File: src/rtl/tag_lookup_stage.sv
// Registered tag-compare stage: a main register plus a one-entry skid buffer
// feed combinational hit/victim/status-update logic and saturating hit/miss statistics.
module tag_lookup_stage #(
  parameter int TAG_W     = 8,
  parameter int SET_W     = 4,
  parameter int OFFSET_W  = 4,
  parameter int NUM_WAYS  = 4,
  parameter int VALID_IDX = 0,
  parameter int USE_IDX   = 1,
  parameter int CNT_W     = 16
) (
  input  logic                          clk,
  input  logic                          arst,
  input  logic                          i_valid,
  output logic                          o_ready,
  input  logic [TAG_W-1:0]              i_tag,
  input  logic [SET_W-1:0]              i_set,
  input  logic [OFFSET_W-1:0]           i_offset,
  input  logic [NUM_WAYS*TAG_W-1:0]     i_ta_data,
  input  logic [2*NUM_WAYS-1:0]         i_status,
  input  logic                          i_clear,
  output logic                          o_valid,
  input  logic                          i_ready,
  output logic [TAG_W-1:0]              o_tag,
  output logic [SET_W-1:0]              o_set,
  output logic [OFFSET_W-1:0]           o_offset,
  output logic [2*NUM_WAYS-1:0]         o_status,
  output logic [NUM_WAYS-1:0]           o_hit_ways,
  output logic                          o_hit,
  output logic [$clog2(NUM_WAYS)-1:0]   o_hit_idx,
  output logic                          o_multi_hit,
  output logic [$clog2(NUM_WAYS)-1:0]   o_victim_idx,
  output logic [2*NUM_WAYS-1:0]         o_status_next,
  output logic [CNT_W-1:0]              o_hit_cnt,
  output logic [CNT_W-1:0]              o_miss_cnt
);
  localparam int IDX_W = $clog2(NUM_WAYS);

  typedef struct packed {
    logic [TAG_W-1:0]          tag;
    logic [SET_W-1:0]          set;
    logic [OFFSET_W-1:0]       offset;
    logic [NUM_WAYS*TAG_W-1:0] ta;
    logic [2*NUM_WAYS-1:0]     status;
  } req_t;

  req_t              r_m;
  req_t              r_s;
  logic              r_m_valid;
  logic              r_s_valid;
  logic [IDX_W-1:0]  r_ptr;
  logic [CNT_W-1:0]  r_hit_cnt;
  logic [CNT_W-1:0]  r_miss_cnt;

  req_t              w_in;
  logic              w_acc;
  logic              w_drain;
  logic [NUM_WAYS-1:0] w_hit_ways;
  logic              w_hit;
  logic              w_multi;
  logic [IDX_W-1:0]  w_hit_idx;
  logic              w_all_valid;
  logic              w_all_used;
  logic              w_free_found;
  logic [IDX_W-1:0]  w_free_idx;
  logic [2*NUM_WAYS-1:0] w_snext;

  // Handshake: a beat moves in when i_valid & o_ready & ~i_clear, and out when
  // o_valid & i_ready. o_ready is the inverted skid-valid flop, so it never
  // depends combinationally on i_ready.
  assign w_in    = '{tag: i_tag, set: i_set, offset: i_offset, ta: i_ta_data, status: i_status};
  assign w_acc   = i_valid & ~r_s_valid & ~i_clear;
  assign w_drain = r_m_valid & i_ready;
  assign o_ready = ~r_s_valid;
  assign o_valid = r_m_valid;

  always_ff @(posedge clk or posedge arst) begin
    if (arst) begin
      r_m_valid <= 1'b0;
      r_s_valid <= 1'b0;
      r_m       <= '0;
      r_s       <= '0;
    end else if (i_clear) begin
      r_m_valid <= 1'b0;
      r_s_valid <= 1'b0;
    end else if (!r_m_valid || w_drain) begin
      if (r_s_valid) begin
        r_m       <= r_s;
        r_m_valid <= 1'b1;
        r_s_valid <= 1'b0;
      end else begin
        r_m_valid <= w_acc;
        if (w_acc) r_m <= w_in;
      end
    end else if (w_acc) begin
      r_s       <= w_in;
      r_s_valid <= 1'b1;
    end
  end

  always_comb begin
    w_hit_ways   = '0;
    w_hit        = 1'b0;
    w_multi      = 1'b0;
    w_hit_idx    = '0;
    w_all_valid  = 1'b1;
    w_all_used   = 1'b1;
    w_free_found = 1'b0;
    w_free_idx   = '0;
    w_snext      = r_m.status;
    for (int i = 0; i < NUM_WAYS; i++) begin
      w_hit_ways[i] = r_m_valid & r_m.status[2*i+VALID_IDX] & (r_m.ta[i*TAG_W +: TAG_W] == r_m.tag);
      if (w_hit_ways[i]) begin
        if (w_hit) w_multi = 1'b1;
        else       w_hit_idx = IDX_W'(i);
        w_hit = 1'b1;
      end
      if (!r_m.status[2*i+VALID_IDX]) begin
        w_all_valid = 1'b0;
        if (!w_free_found) w_free_idx = IDX_W'(i);
        w_free_found = 1'b1;
      end
    end
    // Pseudo-LRU: once every valid way is marked used, only the latest hit keeps its mark.
    if (w_hit) begin
      for (int i = 0; i < NUM_WAYS; i++)
        if (IDX_W'(i) == w_hit_idx) w_snext[2*i+USE_IDX] = 1'b1;
      for (int i = 0; i < NUM_WAYS; i++)
        if (w_snext[2*i+VALID_IDX] && !w_snext[2*i+USE_IDX]) w_all_used = 1'b0;
      if (w_all_used)
        for (int i = 0; i < NUM_WAYS; i++)
          if (IDX_W'(i) != w_hit_idx) w_snext[2*i+USE_IDX] = 1'b0;
    end
  end

  always_ff @(posedge clk or posedge arst) begin
    if (arst) begin
      r_ptr      <= '0;
      r_hit_cnt  <= '0;
      r_miss_cnt <= '0;
    end else if (w_drain) begin
      if (w_hit) begin
        if (r_hit_cnt != '1) r_hit_cnt <= r_hit_cnt + 1'b1;
      end else begin
        if (r_miss_cnt != '1) r_miss_cnt <= r_miss_cnt + 1'b1;
        if (w_all_valid)
          r_ptr <= (r_ptr == IDX_W'(NUM_WAYS-1)) ? '0 : r_ptr + 1'b1;
      end
    end
  end

  assign o_tag         = r_m_valid ? r_m.tag    : '0;
  assign o_set         = r_m_valid ? r_m.set    : '0;
  assign o_offset      = r_m_valid ? r_m.offset : '0;
  assign o_status      = r_m_valid ? r_m.status : '0;
  assign o_hit_ways    = w_hit_ways;
  assign o_hit         = w_hit;
  assign o_hit_idx     = w_hit_idx;
  assign o_multi_hit   = w_multi;
  assign o_victim_idx  = !r_m_valid ? '0 : (w_free_found ? w_free_idx : r_ptr);
  assign o_status_next = r_m_valid ? w_snext : '0;
  assign o_hit_cnt     = r_hit_cnt;
  assign o_miss_cnt    = r_miss_cnt;

endmodule
File: config.mk
export PLATFORM = sky130hd
export DESIGN_NAME = tag_lookup_stage
export DESIGN_NICKNAME = d
export VERILOG_FILES = /design/src/rtl/tag_lookup_stage.sv
export SDC_FILE = /design/constraint.sdc
export NUM_CORES = 1
export LEC_CHECK = 0
export ABC_AREA = 1
export CORE_MARGIN = 5
export CORE_UTILIZATION = 35
export CTS_BUF_LIST = sky130_fd_sc_hd__clkbuf_8
export CTS_CLUSTER_DIAMETER = 30
export CTS_CLUSTER_SIZE = 14
export DETAILED_ROUTE_END_ITERATION = 12
export RECOVER_POWER = 25
export SETUP_SLACK_MARGIN = 0.05
export SYNTH_ARGS = -nofsm -noshare
export SYNTH_HDL_FRONTEND = slang
export SYNTH_SLANG_ARGS = --single-unit
File: constraint.sdc
create_clock -name clk -period 5.6 [get_ports clk]
set_input_delay 1.12 -clock clk [delete_from_list [all_inputs] [get_ports clk]]
set_output_delay 1.12 -clock clk [all_outputs]
set_load 0.005 [all_outputs]
==> results.md, run 1 <==
* Setup_tns at 0 ns
* I/O pin total at 137
* CP max-delay cell: dfrtp_1
* Worst hold slack at 0.486 ns
* Clk slew on worst S/H paths at 0.09 ns
* Fill count at 2,307
* Seq/Total Area, Yosys at 45.7%
* RSZ-0062 raised after global routing: no
* Kind of critical path: flop to primary output
* Synthesized area at 8100 µm²
* Rel. slew slack at -114%
* Pin count of the biggest net entering global routing at 113
* Distinct cells, synth at 44
* VDD IR max at 0.142 mV
* Number of synthesized register bits at 148
* Syn nets at 1,149
* Syn Area/Cell at 7.47 µm²
* Max-Cap Viols at 1
* Routability cong. at 0.924
* Antenna violations before repair at 0
* Die Span Y at 162 µm
* Worst-Margin Slew at 3.21 ns
* Worst-case clock buffer depth at 2
* Cts repair resizes at 0
* Ant diodes at 0
* Hold Fails Final Rpt at 0
* P&R area growth vs syn at 24.0%
* Antenna viol nets, final at 0
* Critical Path Most Common Cell: nand2_1
* Top post-synthesis cells by area: dfrtp_1 46%, nand2_1 16%, o21ai_0 8.6%, inv_1 7.0%, o211ai_1 3.4%
* Die Wd at 162 µm
* CTS Buf Count at 17
* Fin util at 44.2%
* Power density cells at 301 nW/µm²
* First-pass GRT wire length at 36,800 µm
* WP data arrival at 3.47 ns
* Leak Pwr at 5.05 nW
* Skew-Pair Late Insertion Delay at 0.46 ns
* Multi-input logic area at 3550 µm²
* Crit start category: flop
* TritonCTS clock tree: done
* Worst path cell trace: nand2_1, inv_2, nand2_1, nor2_1, nand3_2, nor2_4, inv_1, nand2_1, nand2_1, nand3_1, nor2_1, nand2_1, nand2_1, nand2_1, clkdlybuf4s50_1
* Leading area contributor after synthesis: dfrtp_1
* Min-Delay Path Class: flop to flop
* Placed Instances at 1,463
* Final slew viol count at 85
* Number of DRC markers in iteration 0 at 561
* Critical Path End Type: primary output
* Clk sinks at 148
* Max incr delay on CP at 0.99 ns
* Post-synthesis instance total at 1,085
* Detailed Place HPWL at 16,200 µm
* Initial Util at 35.7%
* Failing checks: max-capacitance violations, max-slew violations
* Status: finished with violations
* Share of layout cells above drive strength 1 at 6.12%
* Vias at 7,213
* Total track usage at 17.5%
* Clock skew at 0.0139 ns
* DR WL/cell at 14.9 µm
* Core area at 22,700 µm²
* Final wirelength at 22,200 µm
* CTS HTree Levels at 4
* Clock Tree Root: clkbuf_8
* FP Rows at 55
* Reg area at 3700 µm²
* Nets at 1,261
* Tcrit/Tclk final at 81.9%
* CP required at 4.48 ns
* Endpoints failing setup at 0
* CP Max Fanout at 27
* Setup bufs post-CTS at 0
* Hold buffer count at cts at 0
* Tmin final at 4.59 ns
* Number of global-route vias before repair at 7,094
* Fmax at 218 MHz
* First-pass iteration count of the detailed router at 5
* Vias per Instance at 4.82
* Post-Layout Cell Count at 1,495
* Ys Warns at 0
* GR Overflow Total at 0
* # DRC at 0
* # port buffers at 136
* Die ar. at 26,300 µm²
* Synth top area share at 45.7%
cell usage in the layout (no fill, tap or decap), drive strengths merged, types with 2 or more instances in the layout:
cell	count
o21ai	144
nand3	40
dfrtp	148
inv	165
clkinv	7
nand4	21
xor2	17
buf	5
o211ai	37
nor2	69
clkinvlp	2
clkbuf	19
nor3	13
and2	3
clkdlybuf4s50	135
ha	3
a21oi	6
bufinv	3
nor4	4
nand2	344
nand3b	2
xnor2	14
power by group:
part	switching, W	internal, W	leakage (nW)
clock	0.000424	0.000450	0.213
sequential	0.000164	0.00127	1.86
combinational	0.000404	0.000310	2.97
worst max-delay path: cells and delay by family (launching register included):
kind,cells,cell delay [ns]
buf+inv,3,0.78
flops,1,0.99
simple gates,12,1.23
layer usage:
layer | global-route usage (%) | up-vias | share of wire (%)
li1 | - | 3657 | -
met1 | 23.7 | 3348 | 47
met2 | 28.0 | 176 | 47
met3 | 3.55 | 32 | 4.5
met4 | 6.00 | 0 | 2.3
met5 | 0 | - | 0
kinds of logic after synthesis:
| group | count (synthesis) | synth area share (%) |
|---|---|---|
| flip-flops | 148 | 45.7 |
| XOR/XNOR | 31 | 3.44 |
| AND/OR/NAND/NOR | 500 | 26.6 |
| AO/OA/AOI/OAI | 191 | 13.2 |
| adder cells (fa/ha/maj) | 3 | 0.463 |
| buffers and inverters | 212 | 10.5 |
area by class of cell:
class,count,share of cell area [%]
flip-flops and latches,148,36.9
multi-input cells,725,35.3
repair buffers,142,14.0
inverters,163,6.19
clock inverters,14,1.61
well taps,285,3.55
clock buffers,18,2.47
cells in the mapped netlist, drive strengths merged:
cell type	number
o21ai	144
nor3b	1
xnor2	14
or2	1
o211ai	37
a31oi	1
clkbuf	33
nand2	344
ha	3
xor2	17
nor4	4
nor2	69
inv	161
nand3	40
and2	3
nand3b	2
or3b	1
clkinv	2
a21oi	6
dfrtp	148
a221oi	1
nor2b	1
buf	16
a21o	1
a311oi	1
nand4	21
nor3	13
state kept, by name, summed over array words and instances, names as in the netlist:
signal      cells
o_valid         1
o_miss_cnt     16
r_ptr           2
r_s            56
r_s_valid       1
o_hit_cnt      16
r_m            56
stage by stage:
stage | power, W | instance area, µm² | setup slack, ns
after global routing | 0.00323 | 10000 | 0.425
final | 0.00302 | 10000 | 1.01
after global placement | 0.00215 | 9640 | 1.56
after CTS | 0.00306 | 10000 | 0.978
after detailed placement | 0.00217 | 9640 | 1.51
after floorplan | 0.00187 | 8100 | 0.500
path summary, 6_finish.rpt:
kind | from | to | slack (ns) | depth (start not counted)
setup reg to reg | o_valid | r_m[55] | 2.60 | 9
min in group asynchronous | arst | o_miss_cnt[1] | 2.26 | 2
setup / recovery | o_valid | o_status_next[7] | 1.01 | 15
max in group asynchronous | arst | r_m[53] | 1.19 | 3
hold / removal | r_s[22] | r_s[22] | 0.49 | 2
hold reg to reg | r_s[22] | r_s[22] | 0.49 | 2
No activity file was read; power rests on OpenSTA's default activity.
==> inputs of run 2 (changes only) <==
- clock period: 5.6 -> 4.3 ns (I/O delays scaled with it)
==> run 2 against run 1 <==
Against the previous run:
- critical path type unchanged
- clock skew fell by 0.00075 ns
- wire length increased by 0.39%
- the flow still finishes with violations (max-capacitance violations, max-slew violations)
- sequential share of layout area rose by 0.083 points
- power is 26% higher
==> results.md, run 2 (same netlist as run 1, synthesis figures left out) <==
* Met3 wire length at 1060 µm (was 1010 µm)
* Die Wd at 162 µm (unchanged)
* Status: finished with violations (unchanged)
* First-pass GRT wire length at 36,100 µm (was 36,800 µm)
* Tmin final at 3.83 ns
* Top layer in use: met4 (unchanged)
* # DRC at 0 (unchanged)
* I/O pin total at 137 (unchanged)
* Vias at 7,176 (was 7,213)
* Commonest non-fill, non-tap cell in the layout: nand2_1 (unchanged)
* GR Overflow Total at 0 (unchanged)
* Pin count of the biggest net entering global routing at 108 (was 113)
* Worst-case clock buffer depth at 2 (unchanged)
* Worst hold slack at 0.488 ns (was 0.486 ns)
* Fmax at 261 MHz
* Most frequent cells in the layout: 339 x nand2_1, 149 x inv_1, 148 x dfrtp_1 (was 339 x nand2_1, 153 x inv_1, 148 x dfrtp_1)
* P&R area growth vs syn at 23.7% (was 24.0%)
* DR WL/cell at 14.9 µm (about the same)
* CP max-delay cell: dfrtp_1 (unchanged)
* Die ar. at 26,300 µm² (unchanged)
* Initial Util at 35.7% (unchanged)
* WP data arrival at 2.97 ns (was 3.47 ns)
* Leak Pwr at 5.02 nW (was 5.05 nW)
* Antenna violations before repair at 0 (unchanged)
* Clock skew at 0.0132 ns (was 0.0139 ns)
* Clk sinks at 148 (unchanged)
* Setup_tns at 0 ns (unchanged)
* Number of DRC markers in iteration 0 at 436 (was 561)
* Rel. slew slack at -28.9% (was -114%)
* Core area at 22,700 µm² (unchanged)
* CP Max Fanout at 8 (was 27)
* Setup bufs post-CTS at 0 (unchanged)
* Routability cong. at 0.904 (was 0.924)
* Biggest regs: r_m x56, r_s x56 (unchanged)
* Detailed Place HPWL at 16,600 µm (was 16,200 µm)
* Final wirelength at 22,300 µm (was 22,200 µm)
* Share of layout cells above drive strength 1 at 6.59% (was 6.12%)
* # port buffers at 136 (unchanged)
* VDD IR max at 0.168 mV (was 0.142 mV)
* Min-Delay Path Class: flop to flop (unchanged)
* Hold buffer count at cts at 0 (unchanged)
* Tcrit/Tclk final at 89.1%
* Kind of critical path: flop to primary output (unchanged)
* Total track usage at 17.2% (was 17.5%)
* Die Span Y at 162 µm (unchanged)
* Antenna viol nets, final at 0 (unchanged)
* Critical Path End Type: primary output (unchanged)
* Fill count at 2,318 (was 2,307)
* Clk slew on worst S/H paths at 0.09 ns (about the same)
* Vias per Instance at 4.79 (was 4.82)
* Number of global-route vias before repair at 6,818 (was 7,094)
* Fin util at 44.1% (was 44.2%)
* Power density cells at 380 nW/µm² (was 301 nW/µm²)
* Worst path cell trace: inv_4, nand2_1, nand2_1, nor2_1, nand3_2, nor2_4, inv_1, nand2_1, nand2_1, nand3_1, nor2_1, o21ai_0, clkdlybuf4s50_1 (was nand2_1, inv_2, nand2_1, nor2_1, nand3_2, nor2_4, inv_1, nand2_1, nand2_1, nand3_1, nor2_1, nand2_1, nand2_1, nand2_1, clkdlybuf4s50_1)
* Cts repair resizes at 0 (unchanged)
* Endpoints failing setup at 0 (unchanged)
* First-pass iteration count of the detailed router at 6 (was 5)
* Nets at 1,265 (was 1,261)
* Final slew viol count at 148 (was 85)
* Crit start category: flop (unchanged)
* Skew-Pair Late Insertion Delay at 0.45 ns (was 0.46 ns)
* CTS Buf Count at 17 (unchanged)
* CTS HTree Levels at 4 (unchanged)
* Max incr delay on CP at 0.61 ns (was 0.99 ns)
* Ant diodes at 0 (unchanged)
* WL met2 at 10,100 µm (was 10,400 µm)
* Failing checks: max-capacitance violations, max-slew violations (unchanged)
* Max-Cap Viols at 2 (was 1)
* Finished layout cell area at 10,000 µm² (about the same)
* Metal1 wirelength at 10,700 µm (was 10,300 µm)
* CP required at 3.44 ns (was 4.48 ns)
* FP Rows at 55 (unchanged)
* RSZ-0062 raised after global routing: no (unchanged)
* DP Area at 9690 µm² (was 9640 µm²)
* Worst-Margin Slew at 1.93 ns (was 3.21 ns)
* Clock Tree Root: clkbuf_8 (unchanged)
* Critical Path Most Common Cell: nand2_1 (unchanged)
* TritonCTS clock tree: done (unchanged)
* Hold Fails Final Rpt at 0 (unchanged)
-- run 2: changes by cell type in the layout (fill, tap and decap cells not counted), moves of 2 or more --
cell	previous run	this run
clkbuf_2	1	3
inv_1	153	149
clkinvlp_4	2	4
bufinv_16	3	0
-- run 2: worst paths after layout --
| kind | slack [ns] | from | end | depth (start not counted) |
|---|---|---|---|---|
| setup / recovery | 0.47 | r_m[55] | o_status_next[1] | 13 |
| hold / removal | 0.49 | r_s[5] | r_s[5] | 2 |
| setup reg to reg | 1.64 | r_s_valid | r_m[49] | 4 |
| hold reg to reg | 0.49 | r_s[5] | r_s[5] | 2 |
| max in group asynchronous | 1.24 | arst | r_m[27] | 3 |
| min in group asynchronous | 1.28 | arst | r_s[45] | 2 |
-- run 2: where the power goes --
part / total (W) / switching [W] / internal, W
registers: 0.00185 / 0.000203 / 0.00165
logic: 0.000934 / 0.000527 / 0.000407
clock network: 0.00102 / 0.000579 / 0.000438
total: 0.00380 / 0.00131 / 0.00250
-- run 2: critical path, delay by kind of cell (launching register included) --
kind / cells / cell delay (ns)
AOI/OAI and AO/OA: 1 / 0.30
buffers and inverters: 3 / 0.76
and+or+nand+nor: 9 / 0.85
DFF: 1 / 0.61
-- run 2: cell type report --
cell class                      instances  area, µm²  share of cell area, %
Sequential cell                       148       3700                   37.0
Multi-Input combinational cell        725       3550                   35.4
Timing Repair Buffer                  146       1430                   14.2
Inverter                              163        623                   6.22
Tap cell                              285        357                   3.56
Clock buffer                           19        262                   2.61
Clock inverter                         13        103                   1.02
-- run 2: per-stage QoR --
step	setup slack, ns	std cells	total power [W]
floorplan	1.58	1085	0.00243
global placement	0.955	1467	0.00281
detailed placement	0.940	1467	0.00282
CTS	0.429	1499	0.00386
global route	0.151	1499	0.00408
finish	0.469	1499	0.00380
-- run 2: layer usage --
metal | vias up | track usage, %
li1 | 3664 | -
met1 | 3319 | 24.2
met2 | 168 | 26.8
met3 | 25 | 3.32
met4 | 0 | 5.38
met5 | - | 0
==> inputs of run 3 (changes only) <==
- CAP_MARGIN: not set -> 40
==> run 3 against run 2 <==
Against the previous run:
- the run still ends with max-capacitance violations, max-slew violations left
- power up 2.9%
- combinational power grew 0.6%
- critical path depth increased by 1
- fmax is 1.1% lower
- sequential share of layout area down 0.30 points
- largest power group unchanged
- highest routed layer unchanged
==> results.md, run 3 (same netlist as run 1, synthesis figures left out) <==
* Antenna viol nets, final at 0 (unchanged)
* Ant diodes at 0 (unchanged)
* CP Max Fanout at 6 (was 8)
* Power density cells at 388 nW/µm² (was 380 nW/µm²)
* Clock skew at 0.0131 ns (was 0.0132 ns)
* Min-Delay Path Class: flop to flop (unchanged)
* P&R area growth vs syn at 24.7% (was 23.7%)
* CTS Buf Count at 17 (unchanged)
* Vias at 7,119 (was 7,176)
* R2r endpoint: o_miss_cnt[7] (was r_m[49])
* Reg2reg path depth at 13 (was 4)
* Status: finished with violations (unchanged)
* First-pass iteration count of the detailed router at 6 (unchanged)
* CTS HTree Levels at 4 (unchanged)
* Internal power at 0.00260 W (was 0.00250 W)
* Sw Pwr at 0.00132 W (was 0.00131 W)
* Leak Pwr at 5.06 nW (was 5.02 nW)
* Endpoints failing setup at 0 (unchanged)
* Worst-Margin Slew at 2.46 ns (was 1.93 ns)
* Antenna violations before repair at 0 (unchanged)
* Reg area at 3700 µm² (unchanged)
* Number of global-route vias before repair at 6,773 (was 6,818)
* Setup bufs post-CTS at 0 (unchanged)
* I/O pin total at 137 (unchanged)
* # DRC at 0 (unchanged)
* Vias per Instance at 4.75 (was 4.79)
* Routability cong. at 0.904 (unchanged)
* GR Overflow Total at 0 (unchanged)
* Worst-case clock buffer depth at 2 (unchanged)
* Rel. slew slack at -63.9% (was -28.9%)
* Sw Share at 33.6% (was 34.4%)
* Met3 wire length at 1010 µm (was 1060 µm)
* Tcrit/Tclk final at 90.1% (was 89.1%)
* Top layer in use: met4 (unchanged)
* Clk slew on worst S/H paths at 0.10 ns (was 0.09 ns)
* Setup_tns at 0 ns (unchanged)
* # port buffers at 136 (unchanged)
* Clk sinks at 148 (unchanged)
* FP Rows at 55 (unchanged)
* Clock group share of total power at 28.6% (was 26.7%)
* Tmin final at 3.87 ns (was 3.83 ns)
* Nets at 1,267 (was 1,265)
* Core area at 22,700 µm² (unchanged)
* TritonCTS clock tree: done (unchanged)
* Metal1 wirelength at 11,000 µm (was 10,700 µm)
* Commonest non-fill, non-tap cell in the layout: nand2_1 (unchanged)
* Combinational cell fraction of total power at 24.0% (was 24.6%)
* Die ar. at 26,300 µm² (unchanged)
* Share of layout cells above drive strength 1 at 6.58% (was 6.59%)
* Initial Util at 35.7% (unchanged)
* DR WL/cell at 15.0 µm (was 14.9 µm)
* Post-Layout Cell Count at 1,500 (was 1,499)
* First-pass GRT wire length at 36,000 µm (was 36,100 µm)
* Max-Cap Viols at 2 (unchanged)
* Worst Setup SP: r_m[50] (was r_m[55])
* Final slew viol count at 73 (was 148)
* Final wirelength at 22,500 µm (was 22,300 µm)
* CP required at 3.44 ns (about the same)
* FF-to-FF Start: r_m[50] (was r_s_valid)
* Hold buffer count at cts at 0 (unchanged)
* Die Wd at 162 µm (unchanged)
* Pin count of the biggest net entering global routing at 95 (was 108)
* Skew-Pair Late Insertion Delay at 0.45 ns (about the same)
* Critical Path End: o_status_next[3] (was o_status_next[1])
* Detailed Place HPWL at 16,800 µm (was 16,600 µm)
* Placed Instances at 1,469 (was 1,467)
* Multi-input logic area at 3550 µm² (unchanged)
* RSZ-0062 raised after global routing: no (unchanged)
* Cts repair resizes at 0 (unchanged)
* VDD IR max at 0.168 mV (about the same)
* Reg2reg setup slack at 2.05 ns (was 1.64 ns)
* Crit start category: flop (unchanged)
* Failing checks: max-capacitance violations, max-slew violations (unchanged)
* Sequential share of power at 47.4% (was 48.7%)
* Number of DRC markers in iteration 0 at 485 (was 436)
* Clock Tree Root: clkbuf_8 (unchanged)
* Fill count at 2,292 (was 2,318)
* Die Span Y at 162 µm (unchanged)
* WP data arrival at 3.01 ns (was 2.97 ns)
* Most frequent cells in the layout: 339 x nand2_1, 148 x inv_1, 148 x dfrtp_1 (was 339 x nand2_1, 149 x inv_1, 148 x dfrtp_1)
* WL met2 at 10,200 µm (was 10,100 µm)
* Hold Fails Final Rpt at 0 (unchanged)
* Fmax at 258 MHz (was 261 MHz)
* Total track usage at 17.3% (was 17.2%)
* Kind of critical path: flop to primary output (unchanged)
* Critical Path End Type: primary output (unchanged)
* Biggest regs: r_m x56, r_s x56 (unchanged)
## run 3: changes by cell type in the layout (fill, tap and decap cells not counted), sizes merged
| cell | change |
|---|---|
| clkdlybuf4s50 | +1 |
| clkbuf | -2 |
| clkinvlp | -2 |
| dlygate4sd3 | -1 |
| buf | +3 |
| bufinv | +2 |
## run 3: layer usage
layer,track usage (%),vias to the layer above
met5,0,-
met4,4.61,0
met3,3.60,22
met2,27.3,171
met1,24.2,3268
li1,-,3658
## run 3: worst max-delay path, stage by stage, from the launching register on
cell,delay (ns)
dfrtp_1,0.59
clkinv_2,0.22
nand2_1,0.10
nand2_1,0.05
nor2_1,0.12
nand3_1,0.14
nor2_4,0.23
nor2_2,0.09
nand2_4,0.10
nand3_1,0.08
nor2_1,0.11
nand2_1,0.10
nand2_1,0.06
nand2_1,0.08
clkdlybuf4s50_1,0.47
## run 3: through the flow
stage | hold WS (ns) | power, W | worst slack [ns] | util (%) | area, µm²
floorplan | 0.448 | 0.00243 | 1.58 | - | 8100
global placement | 0.461 | 0.00281 | 0.955 | 42.7 | 9690
detailed placement | 0.468 | 0.00283 | 0.943 | 42.9 | 9740
CTS | 0.490 | 0.00396 | 0.400 | 44.6 | 10100
global route | 0.500 | 0.00418 | 0.184 | 44.5 | 10100
finish | 0.488 | 0.00391 | 0.426 | 44.5 | 10100
## run 3: worst min path at each step
| stage | start | endpoint | slack, ns | cells after the start |
|---|---|---|---|---|
| final | r_s[12] | r_s[12] | 0.49 | 2 |
| after global routing | r_s[20] | r_s[20] | 0.50 | 2 |
| after CTS | r_s[5] | r_s[5] | 0.49 | 2 |
| after detailed placement | r_s[12] | r_s[12] | 0.47 | 2 |
| after global placement | r_s[12] | r_s[12] | 0.46 | 2 |
| after floorplan | r_s[10] | r_s[10] | 0.45 | 2 |
## run 3: cell type report
cell class | count | share of cell area [%]
clock buffer | 18 | 2.45
tap | 285 | 3.53
timing repair buffer | 148 | 14.6
sequential | 148 | 36.7
inverter | 163 | 6.17
multi-input combinational | 725 | 35.1
clock inverter | 13 | 1.49
## run 3: power by group through the flow
stage	clock, W	combinational (W)	sequential [W]
global route	0.00122	0.00108	0.00189
finish	0.00112	0.000940	0.00186
CTS	0.00116	0.000955	0.00185
global placement	0	0.000943	0.00187
detailed placement	0	0.000954	0.00188
floorplan	0	0.000620	0.00181
